`src/rtl/segre_hazard_scoreboard.sv`:
```
`default_nettype none
// ============================================================================
// Module      : segre_hazard_scoreboard
// Description : Per-register pending-write scoreboard for the ID/EX boundary.
//               Tracks the remaining latency of every in-flight producer
//               (ALU, load, M-extension; latency 1..MAX_LAT). It raises RAW,
//               WAW and writeback-port stalls and gives per-operand bypass
//               distance selects. It also sequences the end-of-test drain:
//               latch the finish request, wait until nothing is pending, then
//               raise a sticky finish flag after FINISH_DELAY idle cycles.
//
// Ports       : clk_i, rst_i        clock, synchronous active-high reset
//               issue_valid_i       ID holds a valid instruction
//               src_a_i/src_b_i     source register identifiers
//               rd_src_a_i/_b_i     instruction actually reads the source
//               dst_i, we_i         destination register and write enable
//               lat_i               producer latency (issue to regfile write)
//               hold_i              downstream freeze, all state holds
//               flush_i             ID instruction is discarded this cycle
//               finish_test_i       end-of-test request
//               issue_fire_o        instruction accepted this cycle
//               stall_o             block ID/IF, inject a nop into EX
//               raw_/waw_/wb_stall_o  individual (non-prioritised) causes
//               fwd_a_o/fwd_b_o     remaining cycles of the producer, 0 = RF
//               lat_err_o           lat_i out of range (clamped to MAX_LAT)
//               busy_o              at least one register pending
//               finish_test_o       sticky end-of-test
//
// Revision    : 1.0 - initial release
// ============================================================================
module segre_hazard_scoreboard #(
    parameter int NUM_REGS     = 32,
    parameter int REG_W        = 5,
    parameter int MAX_LAT      = 5,
    parameter int LAT_W        = 3,
    parameter int BYPASS_LAT   = 1,
    parameter int FINISH_DELAY = 4
) (
    input  logic             clk_i,
    input  logic             rst_i,
    input  logic             issue_valid_i,
    input  logic [REG_W-1:0] src_a_i,
    input  logic [REG_W-1:0] src_b_i,
    input  logic             rd_src_a_i,
    input  logic             rd_src_b_i,
    input  logic [REG_W-1:0] dst_i,
    input  logic             we_i,
    input  logic [LAT_W-1:0] lat_i,
    input  logic             hold_i,
    input  logic             flush_i,
    input  logic             finish_test_i,
    output logic             issue_fire_o,
    output logic             stall_o,
    output logic             raw_stall_o,
    output logic             waw_stall_o,
    output logic             wb_stall_o,
    output logic [LAT_W-1:0] fwd_a_o,
    output logic [LAT_W-1:0] fwd_b_o,
    output logic             lat_err_o,
    output logic             busy_o,
    output logic             finish_test_o
);

    localparam int FIN_W = (FINISH_DELAY < 1) ? 1 : $clog2(FINISH_DELAY + 1);

    localparam logic [LAT_W-1:0] C_MAX_LAT    = LAT_W'(MAX_LAT);
    localparam logic [LAT_W-1:0] C_BYPASS_LAT = LAT_W'(BYPASS_LAT);
    localparam logic [LAT_W-1:0] C_LAT_ONE    = LAT_W'(1);
    localparam logic [FIN_W-1:0] C_FIN_DELAY  = FIN_W'(FINISH_DELAY);
    localparam logic [FIN_W-1:0] C_FIN_ONE    = FIN_W'(1);

    // ------------------------------------------------------------------------
    // State
    // ------------------------------------------------------------------------
    // Entry 0 exists only so that the array can be indexed directly by a
    // register identifier; it is held at zero so x0 never looks pending.
    logic [LAT_W-1:0]   r_cnt [NUM_REGS];
    // Bit k set: the writeback port is already claimed k+1 cycles from now.
    logic [MAX_LAT-1:0] r_wb_resv;
    logic               r_fin_seen;
    logic [FIN_W-1:0]   r_fin_cnt;

    // ------------------------------------------------------------------------
    // Combinational decode
    // ------------------------------------------------------------------------
    logic               w_lat_err;
    logic [LAT_W-1:0]   w_eff_lat;
    logic [MAX_LAT-1:0] w_lat_onehot;
    logic [LAT_W-1:0]   w_cnt_a;
    logic [LAT_W-1:0]   w_cnt_b;
    logic [LAT_W-1:0]   w_cnt_d;
    logic               w_use_a;
    logic               w_use_b;
    logic               w_dst_nz;
    logic               w_haz_a;
    logic               w_haz_b;
    logic               w_raw;
    logic               w_waw;
    logic               w_wb;
    logic               w_stall;
    logic               w_fire;
    logic               w_wr_en;
    logic               w_busy;

    // Out-of-range latencies are treated as the slowest producer so that the
    // result is never forwarded or written back early.
    assign w_lat_err = (lat_i == '0) || (lat_i > C_MAX_LAT);
    assign w_eff_lat = w_lat_err ? C_MAX_LAT : lat_i;

    // Reservation slot that this instruction would claim (bit eff_lat-1).
    assign w_lat_onehot = MAX_LAT'(1) << (w_eff_lat - C_LAT_ONE);

    assign w_cnt_a  = r_cnt[src_a_i];
    assign w_cnt_b  = r_cnt[src_b_i];
    assign w_cnt_d  = r_cnt[dst_i];

    assign w_use_a  = rd_src_a_i && (src_a_i != '0);
    assign w_use_b  = rd_src_b_i && (src_b_i != '0);
    assign w_dst_nz = dst_i != '0;

    // A producer close enough to completion can be forwarded instead of
    // stalling; anything further away is a true RAW hazard.
    assign w_haz_a  = w_use_a && (w_cnt_a > C_BYPASS_LAT);
    assign w_haz_b  = w_use_b && (w_cnt_b > C_BYPASS_LAT);
    assign w_raw    = issue_valid_i && (w_haz_a || w_haz_b);

    // A new write must not complete before (or together with) an older write
    // to the same register.
    assign w_waw    = issue_valid_i && we_i && w_dst_nz && (w_cnt_d >= w_eff_lat);

    assign w_wb     = issue_valid_i && we_i && (|(r_wb_resv & w_lat_onehot));

    // Once the drain has started no further instruction may enter EX.
    assign w_stall  = !flush_i &&
                      (w_raw || w_waw || w_wb || (r_fin_seen && issue_valid_i));

    assign w_fire   = issue_valid_i && !hold_i && !flush_i && !w_stall;
    assign w_wr_en  = w_fire && we_i && w_dst_nz;

    always_comb begin
        w_busy = 1'b0;
        for (int r = 1; r < NUM_REGS; r++) begin
            if (r_cnt[r] != '0) begin
                w_busy = 1'b1;
            end
        end
    end

    // ------------------------------------------------------------------------
    // Per-register countdown
    // ------------------------------------------------------------------------
    always_ff @(posedge clk_i) begin
        if (rst_i) begin
            for (int r = 0; r < NUM_REGS; r++) begin
                r_cnt[r] <= '0;
            end
        end else if (!hold_i) begin
            for (int r = 0; r < NUM_REGS; r++) begin
                if (r == 0) begin
                    r_cnt[r] <= '0;
                end else if (w_wr_en && (dst_i == REG_W'(r))) begin
                    // A fresh issue overrides the decrement of the old value.
                    r_cnt[r] <= w_eff_lat;
                end else if (r_cnt[r] != '0) begin
                    r_cnt[r] <= r_cnt[r] - C_LAT_ONE;
                end
            end
        end
    end

    // ------------------------------------------------------------------------
    // Writeback-port reservation shift register
    // ------------------------------------------------------------------------
    always_ff @(posedge clk_i) begin
        if (rst_i) begin
            r_wb_resv <= '0;
        end else if (!hold_i) begin
            r_wb_resv <= (r_wb_resv >> 1) | (w_wr_en ? w_lat_onehot : '0);
        end
    end

    // ------------------------------------------------------------------------
    // End-of-test drain
    // ------------------------------------------------------------------------
    // fin_cnt only advances on idle cycles and saturates at FINISH_DELAY, so
    // the finish flag derived from it is sticky until reset.
    always_ff @(posedge clk_i) begin
        if (rst_i) begin
            r_fin_seen <= 1'b0;
            r_fin_cnt  <= '0;
        end else if (!hold_i) begin
            if (finish_test_i) begin
                r_fin_seen <= 1'b1;
            end
            if (r_fin_seen && !w_busy && (r_fin_cnt != C_FIN_DELAY)) begin
                r_fin_cnt <= r_fin_cnt + C_FIN_ONE;
            end
        end
    end

    // ------------------------------------------------------------------------
    // Outputs
    // ------------------------------------------------------------------------
    assign issue_fire_o  = w_fire;
    assign stall_o       = w_stall;
    assign raw_stall_o   = w_raw && !flush_i;
    assign waw_stall_o   = w_waw && !flush_i;
    assign wb_stall_o    = w_wb  && !flush_i;
    assign fwd_a_o       = w_use_a ? w_cnt_a : '0;
    assign fwd_b_o       = w_use_b ? w_cnt_b : '0;
    assign lat_err_o     = w_lat_err;
    assign busy_o        = w_busy;
    assign finish_test_o = r_fin_seen && (r_fin_cnt == C_FIN_DELAY);

endmodule
`default_nettype wire

```
`config.mk`:
```
export PLATFORM = sky130hd
export DESIGN_NAME = segre_hazard_scoreboard
export DESIGN_NICKNAME = d
export VERILOG_FILES = /design/src/rtl/segre_hazard_scoreboard.sv
export SDC_FILE = /design/constraint.sdc
export NUM_CORES = 1
export LEC_CHECK = 0
export ABC_CLOCK_PERIOD_IN_PS = 10950
export BUFFER_PORTS_ARGS = -buffer_cell sky130_fd_sc_hd__buf_2
export CORE_MARGIN = 4
export CORE_UTILIZATION = 44
export CTS_BUF_LIST = sky130_fd_sc_hd__clkbuf_4 sky130_fd_sc_hd__clkbuf_8
export DETAILED_ROUTE_END_ITERATION = 8
export PLACE_DENSITY_LB_ADDON = 0.2
export SETUP_SLACK_MARGIN = 0.02
export SYNTH_ARGS = -nofsm -noshare
export SYNTH_HDL_FRONTEND = slang
export SYNTH_SLANG_ARGS = --single-unit
```
`constraint.sdc`:
```
create_clock -name clk_i -period 10.95 [get_ports clk_i]
set_input_delay 1.6425 -clock clk_i [delete_from_list [all_inputs] [get_ports clk_i]]
set_output_delay 1.6425 -clock clk_i [all_outputs]
set_load 0.05 [all_outputs]
```
---- Word level (Yosys, flattened, before mapping) ----
Memory sizes are Yosys's and may differ from the RTL's.
Cells that the tools add are included.
storage, ports and cells
  memory bits (writable) .................. 96
  output and inout bits ................... 14
  memories ................................ 1
  word-level logic and storage cells ...... 622
  flip-flop bits (word level) ............. 9
  input bits .............................. 27
memories
  memory  words  bits a word  rd ports  clocked after Yosys merged registers in  write ports  line  source
  r_cnt   32     3            34        0                                        32           77    logic [LAT_W-1:0] r_cnt [NUM_REGS];
cells by class
  bitwise operators ....................... 66
  shift operators ......................... 1
  multiplexer cells ....................... 381
  magnitude comparators ................... 4
  reductions and logical operators ........ 100
  equal/unequal tests ..................... 33
  $add $sub $neg .......................... 33
operators by type and width
  cell                                                           number
  two-way mux 1 bit                                              314
  two-way mux 3 bit                                              66
  subtractor 3 x 1 -> 3 bit, second input constant               32
  nonzero test 3 bit                                             31
  == test 5 bit, second input constant                           16
  bitwise OR 1 bit                                               63
  logical AND 1 bit                                              53
  == test 5 x 4 -> 1 bit, second input constant                  8
  == test 5 x 3 -> 1 bit, second input constant                  4
  nonzero test 5 bit                                             3
  == test 5 x 2 -> 1 bit, second input constant                  2
  greater-than comparator 3 x 1 -> 1 bit, second input constant  2
  bitwise AND 5 bit                                              1
  == test 5 x 1 -> 1 bit, second input constant                  1
  logical OR 1 bit                                               5
  two-way mux 5 bit                                              1
  bitwise OR 4 x 5 -> 5 bit                                      1
  OR reduction 5 bit                                             1
  << shifter 1 x 3 -> 5 bit, first input constant                1
  logical NOT 1 bit                                              4
  AND reduction 2 bit                                            2
  adder 3 x 1 -> 3 bit, second input constant                    1
  == test 3 bit, second input constant                           1
  >= comparator 3 bit                                            1
  4 further kinds                                                4

---- Depth between registers and ports, before layout ----
Gate-level depths: netlist (run 1).
  depth after elaboration ................. 36
  depth in mapped cells ................... 16
  depth with buffers taken out ............ 13

---- Least setup slack after synthesis (run 1) ----
No wires, ideal clock.
  path kind ............................... input port to output port
  start ................................... input port dst_i[0]
  end ..................................... output port issue_fire_o
  slack ................................... 3214 ps
  required time ........................... 9308 ps
  cell stages on the path ................. 13
  arrival time ............................ 6093 ps
  path through ............................ clkbuf_1 clkbuf_1 mux4_2 mux4_2 mux2i_1 ha_1 nand2b_1 a21o_1 a21oi_1 a21oi_1 o21ai_0 nand2_1 nor4_1
between the ends
  longest elaborated chain between the ends .. 9
  elaborated cells between the ends (all ways) .. 11
  those cells by class .................... 1 x order compare; 9 x reduce/logical; 1 x memory
ends and longest elaborated chain
  element                                                         line  source
  start, declared                                                 46    input logic [REG_W-1:0] dst_i,
  memory read (32 x 3 bit) or nonzero test 5 bit (tied branches)  --
  >= comparator 3 bit or logical AND 1 bit (tied branches)        129   assign w_waw = issue_valid_i && we_i && w_dst_nz && (w_cnt_d >= w_eff_lat);
  logical AND 1 bit (*)                                           129
  logical OR 1 bit (*) (3 in a row)                               135   (w_raw || w_waw || w_wb || (r_fin_seen && issue_valid_i));
  logical AND 1 bit (*)                                           134   assign w_stall = !flush_i &&
  logical NOT 1 bit (*)                                           137   assign w_fire = issue_valid_i && !hold_i && !flush_i && !w_stall;
  logical AND 1 bit (*)                                           137
  end, declared                                                   52    output logic issue_fire_o,
Mark *: on every way between the ends. The rest lies on a longest branch, timed or not.

---- Worst setup path after layout (run 1) ----
  start ................................... input port dst_i[1]
  end ..................................... output port issue_fire_o
The elaborated chain is that of the path after synthesis.

==> summary.txt, run 1 <==
vias = 7928
vias in the first global route = 7650
type of the worst setup path = input port to output pin
most frequent cells in the layout = inv_1 (101), edfxtp_1 (93), nor2_1 (87)
drt pass-1 iters = 5
Least-Margin Pin Slew = 1147 ps
Worst-path clk slew = 100 ps
worst skew pair latency = 400 ps
layout cell share with drive strength beyond 1 = 23.83%
cts hold-fix bufs = 0
layout filler cell count = 2046
Synth Register Bits = 102
clock net sink count = 102
fin crit share = 64.62%
Post-Synthesis Cell Area = 9951 µm²
Post-synth ARST share = 0%
final setup margin = 3874 ps
Leak = 4.424 nW
Ys Warns = 0
grt total ovfl = 0
sw frac = 36.87%
power share of the combinational group = 37.5%
Syn Nets = 1032
crit-path max cell delay = 770 ps
Rows = 54
endpoints failing setup = 0
commonest non-fill, non-tap cell in the layout = inv_1
design area = 10550 µm²
Vias/cell = 6.477
first-pass GRT wire length = 46510 µm
pre-CTS WS = 3884 ps
io pins = 41
crit path max fanout = 31
placed insts = 1208
Startpoint Class = input port
sequential share of power = 42.5%
clock root cell = clkbuf_8
Initial Util = 45.18%
outcome = finished, final reports clean
largest net degree at the start of global routing = 58
Netlist cell types = 60
Syn Inst Count = 938
die span in x = 158.4 µm
final antenna-violating net count = 0
syn avg cell area = 10.61 µm²
number of port buffers = 40
CTS HTree Levels = 3
fin crit period = 7076 ps
gr usage total = 24.54%
EDFF count, synth = 93
initial antenna violation count = 0
Die Span Y = 158.4 µm
Worst Skew = 15.54 ps
postcts setup bufs = 0
PD cells = 136.1 nW/µm²
n_diodes = 0
drt drc = 0
max cap viols = 0
Fmax = 141.3 MHz
Critical path buffers and inverters = 2
DP HPWL = 21870 µm
Cell Int Power = 0.9058 mW
top cell type's share of synthesized area = 28.06%
total power draw = 1.435 mW
nets = 1033
routed len/inst = 24.58 µm
synth top area cells = edfxtp_1 (28%), mux4_2 (16%), ha_1 (8.4%), mux2_2 (7.8%), mux2i_1 (6.7%)
Syn-to-layout area delta = 5.972%
register area share after synthesis = 29.88%
final core utilization = 47.88%
Cell Area, Placed = 10310 µm²
Slowest-stage cell, CP = nor2b_1
Slew Viols, Final = 0
CP top delay family = simple AND/OR/NAND/NOR gates
DRT iter0 DRCs = 994
final cell count without fillers = 1224
# resized after CTS = 0
Die ar. = 25090 µm²
Fin Hold WS = 505.6 ps
Psw = 0.5291 mW
TritonCTS clock tree = done
Final TNS setup = 0 ps
final WL = 30090 µm
cell taking the most area after synthesis = edfxtp_1
ys flop type = edfxtp_1
Setup crit end kind = output pin
CP required = 9310 ps
TritonCTS Buffers = 9
clock network power share = 20.0%
GPL Wtd Cong = 0.9216
RSZ-0062 raised after global routing = false
Fin. Hold Viols = 0
Std-Cell Core Area = 22030 µm²
Worst Hold Class = flip-flop to flip-flop
peak supply drop = 0.05698 mV
crit-path cells = buf_2 -> nor2b_1 -> a22o_1 -> mux4_2 -> mux2i_1 -> ha_1 -> nand2b_1 -> a21o_1 -> a21oi_1 -> a21oi_1 -> o21ai_0 -> nand2_1 -> nor4_1 -> buf_2
crit path DAT = 5430 ps
Slew HR = 23.33%
clk buf depth = 2
[cells in the mapped netlist, types with 17 or more instances]
master and number:
a21oi_1 18, a31oi_1 17, clkbuf_1 39, edfxtp_1 93, ha_1 67, inv_1 101, mux2_2 69, mux2i_1 67
mux4_2 69, nand2_1 43, nor2_1 87, nor2b_1 30, or3_1 36, xnor2_1 17
[power by group through the flow]
stage                     Clock [mW]  Combinational (mW)  Sequential (mW)
final                          0.287               0.538            0.610
after CTS                      0.292               0.535            0.605
after global placement             0               0.523            0.616
after floorplan                    0               0.423            0.561
after global routing           0.305               0.589            0.614
after detailed placement           0               0.530            0.614
[routing by layer]
layer  vias up  GRT usage (%)  wire length [µm]
met5         -              0                 0
met4         0          6.702               593
met3        38          4.675              2778
met2       404          37.36             13540
met1      3959          36.00             13180
li1       3527              -                 -
[logic make-up (layout without fill, tap and decap cells)]
| kind of cell | after synthesis | in the layout | share of synthesized area (%) |
|---|---|---|---|
| AOI/OAI and AO/OA | 105 | 105 | 7.821 |
| xor gates and xnor gates | 17 | 17 | 1.496 |
| adders and majority gates | 67 | 67 | 8.424 |
| buffers and inverters | 163 | 169 | 6.589 |
| DFF | 102 | 102 | 29.88 |
| muxes | 205 | 205 | 30.16 |
| and+or+nand+nor | 279 | 279 | 15.63 |
[final timing paths]
kind | from | to | slack [ps] | depth (start not counted)
setup / recovery | dst_i[1] | issue_fire_o | 3870 | 14
hold / removal | r_wb_resv[2] | r_wb_resv[2] | 510 | 2
setup reg to reg | r_cnt[19][0] | r_cnt[27][0] | 6230 | 10
hold reg to reg | r_wb_resv[2] | r_wb_resv[2] | 510 | 2
[registers in the layout (all words and copies together), names as in the netlist]
register	count
r_cnt	93
r_fin_seen	1
r_wb_resv	5
r_fin_cnt	3
[worst min-delay path: cells and delay by family (launching register included)]
family	cells	cell delay [ps]
DFF	1	330
AOI/OAI and AO/OA	1	70
buffers and inverters	1	60
[layout make-up]
cell class	instances	area (µm²)	share of cell area (%)
multi-input cells	673	6322	59.95
flip-flops and latches	102	2973	28.19
inverters	101	379.1	3.595
well taps	280	350.3	3.322
repair buffers	52	290.3	2.753
clock buffers	12	152.6	1.448
clock inverters	4	77.57	0.7356
Power figures use the tool's default switching activity.
==> inputs of run 2 (changes only) <==
--- a/config.mk
+++ b/config.mk
@@ -5,7 +5,7 @@
 export SDC_FILE = /design/constraint.sdc
 export NUM_CORES = 1
 export LEC_CHECK = 0
-export ABC_CLOCK_PERIOD_IN_PS = 10950
+export ABC_CLOCK_PERIOD_IN_PS = 6500
 export BUFFER_PORTS_ARGS = -buffer_cell sky130_fd_sc_hd__buf_2
 export CORE_MARGIN = 4
 export CORE_UTILIZATION = 44
==> constraint.sdc (replaced) <==
create_clock -name clk_i -period 6.5 [get_ports clk_i]
set_input_delay 0.975 -clock clk_i [delete_from_list [all_inputs] [get_ports clk_i]]
set_output_delay 0.975 -clock clk_i [all_outputs]
set_load 0.05 [all_outputs]
==> run 2 against run 1 <==
Register-to-register slack lost 4300 ps. Die area is the same. Via count grew 0.13%. Critical path depth shrank 1. Design area shrank 0.33%. Cell count is the same. Global-route usage grew 0.22 points. Sequential power grew 69%. Clock skew grew 3.8 ps. Sequential share of layout area grew 0.094 points. Sequential cell count is the same. Critical path type unchanged. Critical endpoint unchanged.
==> summary.txt, run 2 (synthesis results as in run 1) <==
first-pass GRT wire length = 46930 µm (+0.90%)
Startpoint Class = input port
crit-path max cell delay = 600 ps (-170 ps)
RR Endpoint = r_cnt[27][0]
worst hold path startpoint = r_wb_resv[2]
nets = 1033 (unchanged)
Setup crit end kind = output pin
die span in x = 158.4 µm (unchanged)
final antenna-violating net count = 0 (unchanged)
TritonCTS Buffers = 9 (unchanged)
sequential share of power = 43.5% (+1.0 points)
Psw = 0.8978 mW (+70%)
fin crit period = 5649 ps
Cell Area, Placed = 10310 µm² (unchanged)
total power draw = 2.374 mW (+65%)
hold path cells = 2 (unchanged)
Vias/cell = 6.485 (+0.13%)
Fmax = 177.0 MHz
clk buf depth = 2 (unchanged)
crit path DAT = 4670 ps (-760 ps)
layout cell share with drive strength beyond 1 = 23.73% (-0.11 points)
DRT iter0 DRCs = 876 (-12%)
Syn-to-layout area delta = 5.621%
fin crit share = 86.91%
Worst-path clk slew = 100 ps (about the same)
worst r2r src = r_cnt[26][0]
clock network power share = 18.2% (-1.8 points)
Cell Int Power = 1.476 mW (+63%)
Least-Margin Pin Slew = 1214 ps (+66.97 ps)
endpoints failing setup = 0 (unchanged)
max cap viols = 0 (unchanged)
Initial Util = 45.18% (unchanged)
TritonCTS clock tree = done
worst skew pair latency = 410 ps (about the same)
Reg2Reg Setup Slack = 1950 ps (-4280 ps)
outcome = finished, final reports clean
initial antenna violation count = 1 (+1)
power share of the combinational group = 38.4% (+0.9 points)
max reg flops = 93 (unchanged)
design area = 10510 µm² (-0.33%)
clock root cell = clkbuf_8
CP top delay family = multiplexers
PD cells = 225.8 nW/µm² (+66%)
Slew Viols, Final = 0 (unchanged)
Die Span Y = 158.4 µm (unchanged)
Die ar. = 25090 µm² (unchanged)
crit path max fanout = 31 (unchanged)
Leak = 4.408 nW (-0.36%)
most frequent cells in the layout = inv_1 (101), edfxtp_1 (93), nor2_1 (87)
Rows = 54 (unchanged)
clock net sink count = 102 (unchanged)
postcts setup bufs = 0 (unchanged)
layout filler cell count = 2032 (-0.68%)
Worst Skew = 19.30 ps (+3.760 ps)
n_diodes = 0 (unchanged)
DP HPWL = 22300 µm (+2.0%)
Slew HR = 18.88% (-4.4 points)
peak supply drop = 0.09879 mV (+73%)
drt drc = 0 (unchanged)
GPL Wtd Cong = 0.9608 (+4.3%)
cell count along the critical path = 13 (-1)
Worst Hold Class = flip-flop to flip-flop
Fin. Hold Viols = 0 (unchanged)
CP required = 5520 ps (-3790 ps)
drt pass-1 iters = 6 (+1)
largest net degree at the start of global routing = 58 (unchanged)
routed len/inst = 24.88 µm (+1.2%)
grt total ovfl = 0 (unchanged)
Hold Path End = r_wb_resv[2]
sw frac = 37.82% (+0.95 points)
vias = 7938 (+0.13%)
final core utilization = 47.72% (-0.16 points)
CTS HTree Levels = 3 (unchanged)
type of the worst setup path = input port to output pin
cts hold-fix bufs = 0 (unchanged)
Critical path buffers and inverters = 2 (unchanged)
number of port buffers = 40 (unchanged)
RSZ-0062 raised after global routing = false
io pins = 41 (unchanged)
final WL = 30460 µm (+1.2%)
Fin Hold WS = 501.7 ps (-3.865 ps)
vias in the first global route = 7637 (-0.17%)
Largest regs = r_cnt: 93 flops, r_wb_resv: 5 flops, r_fin_cnt: 3 flops
gr usage total = 24.76% (+0.22 points)
worst reg2reg path depth = 10 (unchanged)
Final TNS setup = 0 ps (unchanged)
Slowest-stage cell, CP = mux4_2
# resized after CTS = 0 (unchanged)
Std-Cell Core Area = 22030 µm² (unchanged)
crit-path cells = buf_2 -> mux4_2 -> mux4_2 -> mux2i_1 -> ha_1 -> nand2b_1 -> a21o_1 -> a21oi_1 -> a21oi_1 -> o21ai_0 -> nand2_1 -> nor4_1 -> buf_2
Top reg by flops = r_cnt
commonest non-fill, non-tap cell in the layout = inv_1
## run 2: cell types whose count changed in the layout (fill, tap and decap cells not counted)
cell       previous run  this run
inv_6                 1         2
bufinv_16             2         1
clkinv_2              0         1
clkbuf_8             10         9
clkinv_1              0         1
clkinv_4              1         0
## run 2: tightest hold or removal path, stage by stage, from the launching register on
cell	delay, ps
dfxtp_1	320
inv_1	60
a221oi_1	70
## run 2: metrics by stage
stage,worst slack [ps],instances
floorplan,99.47,938
global placement,971.7,1208
detailed placement,849.1,1208
CTS,851.0,1224
global route,583.2,1224
finish,850.8,1224
## run 2: worst max path at each step
stage | startpoint | endpoint | slack (ps)
finish | dst_i[1] | issue_fire_o | 850
floorplan | dst_i[0] | issue_fire_o | 100
CTS | dst_i[1] | issue_fire_o | 850
global route | dst_i[1] | issue_fire_o | 580
global placement | dst_i[1] | issue_fire_o | 970
detailed placement | dst_i[1] | issue_fire_o | 850
## run 2: power groups by stage
stage                     sequential, mW  combinational, mW  clock [mW]
after floorplan                    0.945              0.713           0
after global placement              1.04              0.886           0
after detailed placement            1.04              0.900           0
after CTS                           1.02              0.905       0.438
after global routing                1.04              0.996       0.464
final                               1.03              0.911       0.431
## run 2: layout make-up
class | instances | area (µm²) | share of cell area [%]
clock buffers | 11 | 138.9 | 1.321
clock inverters | 5 | 56.30 | 0.5357
well taps | 280 | 350.3 | 3.333
repair buffers | 52 | 290.3 | 2.762
multi-input cells | 673 | 6322 | 60.15
flip-flops and latches | 102 | 2973 | 28.29
inverters | 101 | 379.1 | 3.607
## run 2: layer usage
layer	wire length, µm	part of all wire [%]	vias up	GRT usage (%)
li1	-	-	3513	-
met1	12950	43	3920	35.01
met2	13680	45	451	38.10
met3	3166	10	52	5.817
met4	646	2.1	2	7.311
met5	13	0.043	-	0
